===== config.mk =====
export PLATFORM = sky130hd
export DESIGN_NAME = gcd_lcm_cop
export DESIGN_NICKNAME = d
export VERILOG_FILES = /design/src/rtl/gcd_lcm_cop.sv
export SDC_FILE = /design/constraint.sdc
export NUM_CORES = 1
export LEC_CHECK = 0
export ABC_AREA = 1
export CAP_MARGIN = 20
export CORE_ASPECT_RATIO = 0.5
export CORE_MARGIN = 4
export CORE_UTILIZATION = 40
export CTS_CLUSTER_DIAMETER = 80
export DETAILED_ROUTE_END_ITERATION = 7
export SYNTH_ARGS = -nofsm -noshare
export SYNTH_HDL_FRONTEND = slang
export SYNTH_SLANG_ARGS = --single-unit
export TNS_END_PERCENT = 30

===== constraint.sdc =====
create_clock -name clk -period 6.1 [get_ports clk]
set_input_delay 1.22 -clock clk [delete_from_list [all_inputs] [get_ports clk]]
set_output_delay 1.22 -clock clk [all_outputs]
set_load 0.005 [all_outputs]

===== src/rtl/gcd_lcm_cop.sv =====
// GCD/LCM coprocessor: subtractive Euclid for GCD, then a restoring divider and
// a single multiply to form LCM = (A0/g)*B0. All outputs are registered.
module gcd_lcm_cop #(
  parameter int W = 8
) (
  input  logic         clk,
  input  logic         reset,
  input  logic         Start,
  input  logic [31:0]  WDFinal,
  output logic [W-1:0] copAns,
  output logic         Busy,
  output logic         Done,
  output logic         Ovf
);

  localparam int CW = $clog2(W) + 1;

  typedef enum logic [2:0] {IDLE, GCD, DIV, MUL, DONE} state_t;

  state_t          r_state;
  logic   [W-1:0]  r_a;
  logic   [W-1:0]  r_b;
  logic   [W-1:0]  r_A0;
  logic   [W-1:0]  r_B0;
  logic            r_op;
  logic   [W-1:0]  r_g;
  logic   [W-1:0]  r_q;
  logic   [W-1:0]  r_rem;
  logic   [CW-1:0] r_cnt;

  logic   [W:0]    w_remSh;
  logic   [2*W-1:0] w_prod;
  logic            w_unused;

  assign w_remSh  = {r_rem, r_q[W-1]};
  assign w_prod   = {{W{1'b0}}, r_q} * {{W{1'b0}}, r_B0};
  assign w_unused = ^WDFinal[31:2*W+1];

  always_ff @(posedge clk or negedge reset) begin
    if (!reset) begin
      r_state <= IDLE;
      r_a     <= '0;
      r_b     <= '0;
      r_A0    <= '0;
      r_B0    <= '0;
      r_op    <= 1'b0;
      r_g     <= '0;
      r_q     <= '0;
      r_rem   <= '0;
      r_cnt   <= '0;
      copAns  <= '0;
      Busy    <= 1'b0;
      Done    <= 1'b0;
      Ovf     <= 1'b0;
    end else begin
      Done <= 1'b0;
      case (r_state)
        IDLE: begin
          if (Start) begin
            r_A0    <= WDFinal[W-1:0];
            r_B0    <= WDFinal[2*W-1:W];
            r_op    <= WDFinal[2*W];
            r_a     <= WDFinal[W-1:0];
            r_b     <= WDFinal[2*W-1:W];
            Busy    <= 1'b1;
            r_state <= GCD;
          end
        end
        GCD: begin
          // A zero operand would make the subtraction loop spin forever
          if (r_a == '0 || r_b == '0) begin
            copAns  <= r_op ? '0 : (r_a | r_b);
            Ovf     <= 1'b0;
            Done    <= 1'b1;
            r_state <= DONE;
          end else if (r_a > r_b) begin
            r_a <= r_a - r_b;
          end else if (r_a < r_b) begin
            r_b <= r_b - r_a;
          end else begin
            r_g <= r_a;
            if (!r_op) begin
              copAns  <= r_a;
              Ovf     <= 1'b0;
              Done    <= 1'b1;
              r_state <= DONE;
            end else begin
              r_q     <= r_A0;
              r_rem   <= '0;
              r_cnt   <= '0;
              r_state <= DIV;
            end
          end
        end
        DIV: begin
          // Partial remainder stays below g, so its low W bits hold the difference
          if (w_remSh >= {1'b0, r_g}) begin
            r_rem <= w_remSh[W-1:0] - r_g;
            r_q   <= {r_q[W-2:0], 1'b1};
          end else begin
            r_rem <= w_remSh[W-1:0];
            r_q   <= {r_q[W-2:0], 1'b0};
          end
          r_cnt <= r_cnt + 1'b1;
          if (r_cnt == CW'(W - 1)) r_state <= MUL;
        end
        MUL: begin
          copAns  <= w_prod[W-1:0];
          Ovf     <= |w_prod[2*W-1:W];
          Done    <= 1'b1;
          r_state <= DONE;
        end
        DONE: begin
          Busy    <= 1'b0;
          r_state <= IDLE;
        end
        default: begin
          Busy    <= 1'b0;
          r_state <= IDLE;
        end
      endcase
    end
  end

endmodule


==> Word-level counts from Yosys, hierarchy flattened <==
Cells that the tools add are included.
{ "totals": {"inputBits": 35, "out_inout_bits": 11, "regBits": 75, "word_cells": 110} }
{ "classes": {"n_eq_ne": 15, "n_addsub": 4, "mux": 51, "n_mul": 1, "bitwise": 5, "reduce_logical": 17, "magnitude_cmp": 3} }
{ "op_table": {"columns": ["op", "count"], "rows": [
  ["8-bit two-way mux", 21],
  ["8-bit one-hot mux with 2 select lines", 5],
  ["8-bit subtractor", 3],
  ["3-bit two-way mux", 6],
  ["8-bit logical NOT", 2],
  ["8-bit by 8-bit multiplier with 16-bit output", 1],
  ["4-bit two-way mux", 4],
  ["2-bit != test (second input constant)", 8],
  ["4-bit AND reduction", 4],
  ["3-bit one-hot mux with 4 select lines", 1],
  ["1-bit two-way mux", 10],
  ["5-bit AND reduction", 2],
  ["9-bit by 8-bit greater-or-equal comparator with 1-bit output", 1],
  ["3-bit != test (second input constant)", 3],
  ["8-bit > comparator", 1],
  ["8-bit < comparator", 1],
  ["8-bit OR", 1],
  ["4-bit one-hot mux with 2 select lines", 1],
  ["8-bit OR reduction", 1],
  ["3-bit by 2-bit equality test with 1-bit output (second input constant)", 2],
  ["1-bit one-hot mux with 2 select lines", 3],
  ["2-bit nonzero test", 3],
  ["4-bit by 1-bit adder with 4-bit output (second input constant)", 1],
  ["4-bit by 3-bit equality test with 1-bit output (second input constant)", 1],
  ["6 further kinds", 10]
]} }

==> Longest topological paths before layout <==
{ "logic_depth": {"word_depth": 5, "depth_mapped": 25, "depth_no_buf": 24} }

==> Least setup slack after synthesis <==
OpenSTA, ideal clock, no wires.
{ "synth_path": {"path_type": "register to register", "startpoint": "register r_q[0]", "endpoint": "register Ovf", "path_stages_with_launch": 23, "path_buffers": 1, "setup_ns": 0.117, "arrival_time_ns": 3.941, "t_required_ns": 5.983, "path_slack_ns": 2.042, "period_less_slack_ns": 4.058, "path_cell_list": "dfrtp_1 -> clkbuf_1 -> nand2_1 -> fa_1 -> fa_1 -> inv_1 -> fa_1 -> inv_1 -> fa_1 -> inv_1 -> ha_1 -> nand2_1 -> inv_1 -> nand2_1 -> nand2_1 -> nand2_1 -> nand3_1 -> nand2_1 -> nand2_1 -> nor2_1 -> nand3_1 -> nand2_1 -> nand2_1"} }
{ "synth_via": {"elab_chain_len": 3} }
{ "synth_lines": {"columns": ["item", "line", "source"], "rows": [
  ["from (decl)", "27", "logic [W-1:0] r_q;"],
  ["from (signal assigned)", "88", "r_q <= r_A0;"],
  ["from (signal assigned)", "99", "r_q <= {r_q[W-2:0], 1'b1};"],
  ["from (signal assigned)", "102", "r_q <= {r_q[W-2:0], 1'b0};"],
  ["8-bit by 8-bit multiplier with 16-bit output", "36", "assign w_prod = {{W{1'b0}}, r_q} * {{W{1'b0}}, r_B0};"],
  ["8-bit OR reduction", "109", "Ovf <= |w_prod[2*W-1:W];"],
  ["1-bit one-hot mux with 2 select lines", "57", "case (r_state)"],
  ["to (signal assigned)", "109", null],
  ["to (decl)", "13", "output logic Ovf"]
]} }
No other way between the ends.
A chain may end at the register's enable or synchronous reset.

==> Final worst setup path <==
Same ends and word-level chain as after synthesis.

==> results.cfg <==
[timing]
setup_viol = 0
min_period_ps = 4440
setup_tns_ps = 0
slew_headroom = 0.381
rsz0062_at_grt = no
tightestPinTransition_ps = 926
timing.fmax_mhz = 225
fin_crit_sh = 0.727
fin_skew_ps = 8.53
finalHoldViolations = 0
layout_setup_ws_ps = 1660
drv_slew = 0

[clock_tree]
root_buffer = clkbuf_16
cts_sinks = 75
cts-htree-levels = 3
numCtsBuffers = 9
cts.hold.buffers_added = 0
post_cts_buffers = 0
cts_tree = built
cts_buffer_depth = 2
clk_pin_slew_ps = 60
ctsResizeCount = 0
insertion_delay_ps = 340

[power_and_ir_drop]
p_per_area_nw_per_um2 = 518
p_leak_nw = 4.36
ir_worst_vdd_v = 0.000221

[yosys]
synth_nets = 1111
syn-instance-count = 969
avgSynthCellArea_sq_um = 7.34
yosys_warnings = 0
synthDistinctLibCells = 42
seq_area_frac_synth = 0.264
synth-seq-cells = 75
syn-cell-area_sq_um = 7110

[layout]
final_common_cell = nand2_1
drive_gt1_frac = 0.0730
fin_cells = 1220
area_delta_synth_final_pct = 10.6
antenna_cells = 0
num-fill-cells = 1779
nets = 1123
mostFrequentLayoutCells = nand2_1 (295), inv_1 (183), dfrtp_1 (75)

[grt]
track_usage = 0.184
antenna_found_initial = 0
overflow = 0
grt_pass1_wl_um = 29800
grt_pass1_vias = 5964
grt_max_degree = 76

[drt]
wl_per_cell_um = 14.3
drt_wl_total_um = 17400
drt_iter0_markers = 302
postRouteAntennaNets = 0
via_per_inst = 4.89
dr.pass1.iters = 5
num_vias = 5961
drc = 0

[outcome]
status = complete, no violations

[placed_design]
io_buffers = 30
place_ws_ps = 1670
dpl.cell_count = 1203
gp_congestion = 0.901
post-dp-hpwl_um = 13700

[die]
io_pins = 46
die_area_sq_um = 20100
initial_core_util = 0.409
core-area_sq_um = 17400
num_rows = 34
die_y_um = 102
die_width_um = 197

[worst_setup_path]
crit_type = reg2reg
endpoint_kind = flop
start_kind = flop
worstPathMaxFanout = 10
cp.required_ps = 6330
critPathArrivalTime_ps = 4670

[hold_path]
hold_path_class = reg2reg

[run]
max-cap-violations = 0
metal layers:
| layer | wire (um) | track usage |
|---|---|---|
| met5 | 0 | 0 |
| met4 | 174 | 0.0383 |
| met3 | 825 | 0.0277 |
| met2 | 8040 | 0.317 |
| met1 | 8400 | 0.249 |
metrics by stage:
| stage | area, sq um | util | total power, mW | hold WS, ps |
|---|---|---|---|---|
| after global placement | 7550 | 0.434 | 3.51 | 467 |
| after detailed placement | 7550 | 0.434 | 3.55 | 474 |
| after CTS | 7850 | 0.451 | 4.11 | 490 |
| after floorplan | 7110 | - | 2.92 | 453 |
| final | 7870 | 0.452 | 4.08 | 486 |
| after global routing | 7870 | 0.452 | 4.54 | 516 |
state kept, by name (all words and copies together) (netlist names):
name	flops
r_a	8
r_g	8
Ovf	1
Done	1
copAns	8
r_state	3
r_rem	8
r_q	8
r_cnt	4
r_op	1
r_A0	8
r_b	8
Busy	1
r_B0	8
power by group:
group	switching [mW]	leakage, nW	internal [mW]	total [mW]
combinational	1.63	3.26	0.939	2.57
clock	0.213	0.135	0.317	0.530
sequential	0.270	0.961	0.710	0.981
cell usage after synthesis (all sizes together):
master / n / share of area
a211oi: 1 / 0.0011
a21o: 1 / 0.0011
a21oi: 22 / 0.015
a22oi: 6 / 0.0063
a31oi: 2 / 0.0018
and2: 1 / 0.00088
buf: 13 / 0.013
clkbuf: 18 / 0.0095
clkinv: 3 / 0.0018
dfrtp: 75 / 0.26
fa: 39 / 0.11
ha: 68 / 0.12
inv: 188 / 0.099
mux2: 8 / 0.013
mux2i: 1 / 0.0014
nand2: 313 / 0.17
nand3: 52 / 0.040
nand3b: 4 / 0.0042
nand4: 14 / 0.014
nor2: 38 / 0.021
nor3: 5 / 0.0042
o211ai: 9 / 0.0095
o21ai: 66 / 0.051
o21bai: 4 / 0.0042
o2bb2ai: 1 / 0.0012
o31ai: 1 / 0.0011
or2: 5 / 0.0044
xnor2: 3 / 0.0037
xor2: 8 / 0.0099
critical path, stage by stage (launching register included):
cell and delay, ps:
dfrtp_1 600, nand2_1 150, fa_1 530, fa_1 540
inv_1 50, fa_1 530, inv_1 50, fa_1 530
inv_1 40, ha_1 350, nand2_1 90, nand2_1 70
inv_1 90, nand2_1 60, nand2_1 80, nand3_1 70
nand2_1 70, nand2_1 50, nor2_1 90, nand3_1 130
nand2_1 90, nand2_1 50
cell type report:
type                    count  area, sq um  share of cell area
multi-input cells         672         4360               0.554
flip-flops and latches     75         1880               0.239
inverters                 191          718              0.0913
repair buffers             32          325              0.0413
well taps                 234          293              0.0372
clock buffers              10          229              0.0291
clock inverters             6         66.3             0.00843
cell families (layout without fill, tap and decap cells):
group	count (synthesis)	after routing	synth area share
AO/OA/AOI/OAI	113	113	0.0929
XOR/XNOR	11	11	0.0135
adder cells (fa/ha/maj)	107	107	0.229
buffers and inverters	222	239	0.123
flip-flops	75	75	0.264
multiplexers	9	9	0.0141
AND/OR/NAND/NOR	432	432	0.263
worst paths after layout:
kind,to,slack [ps],from,depth (start not counted)
min,r_A0[7],490,r_A0[7],2
max,Ovf,1660,r_q[0],21
max in group asynchronous,r_rem[3],4680,reset,2
min in group asynchronous,r_q[4],830,reset,1
max reg2reg,Ovf,1660,r_q[0],21
min reg2reg,r_A0[7],490,r_A0[7],2
Note: power is estimated with default switching activity, not from simulation.
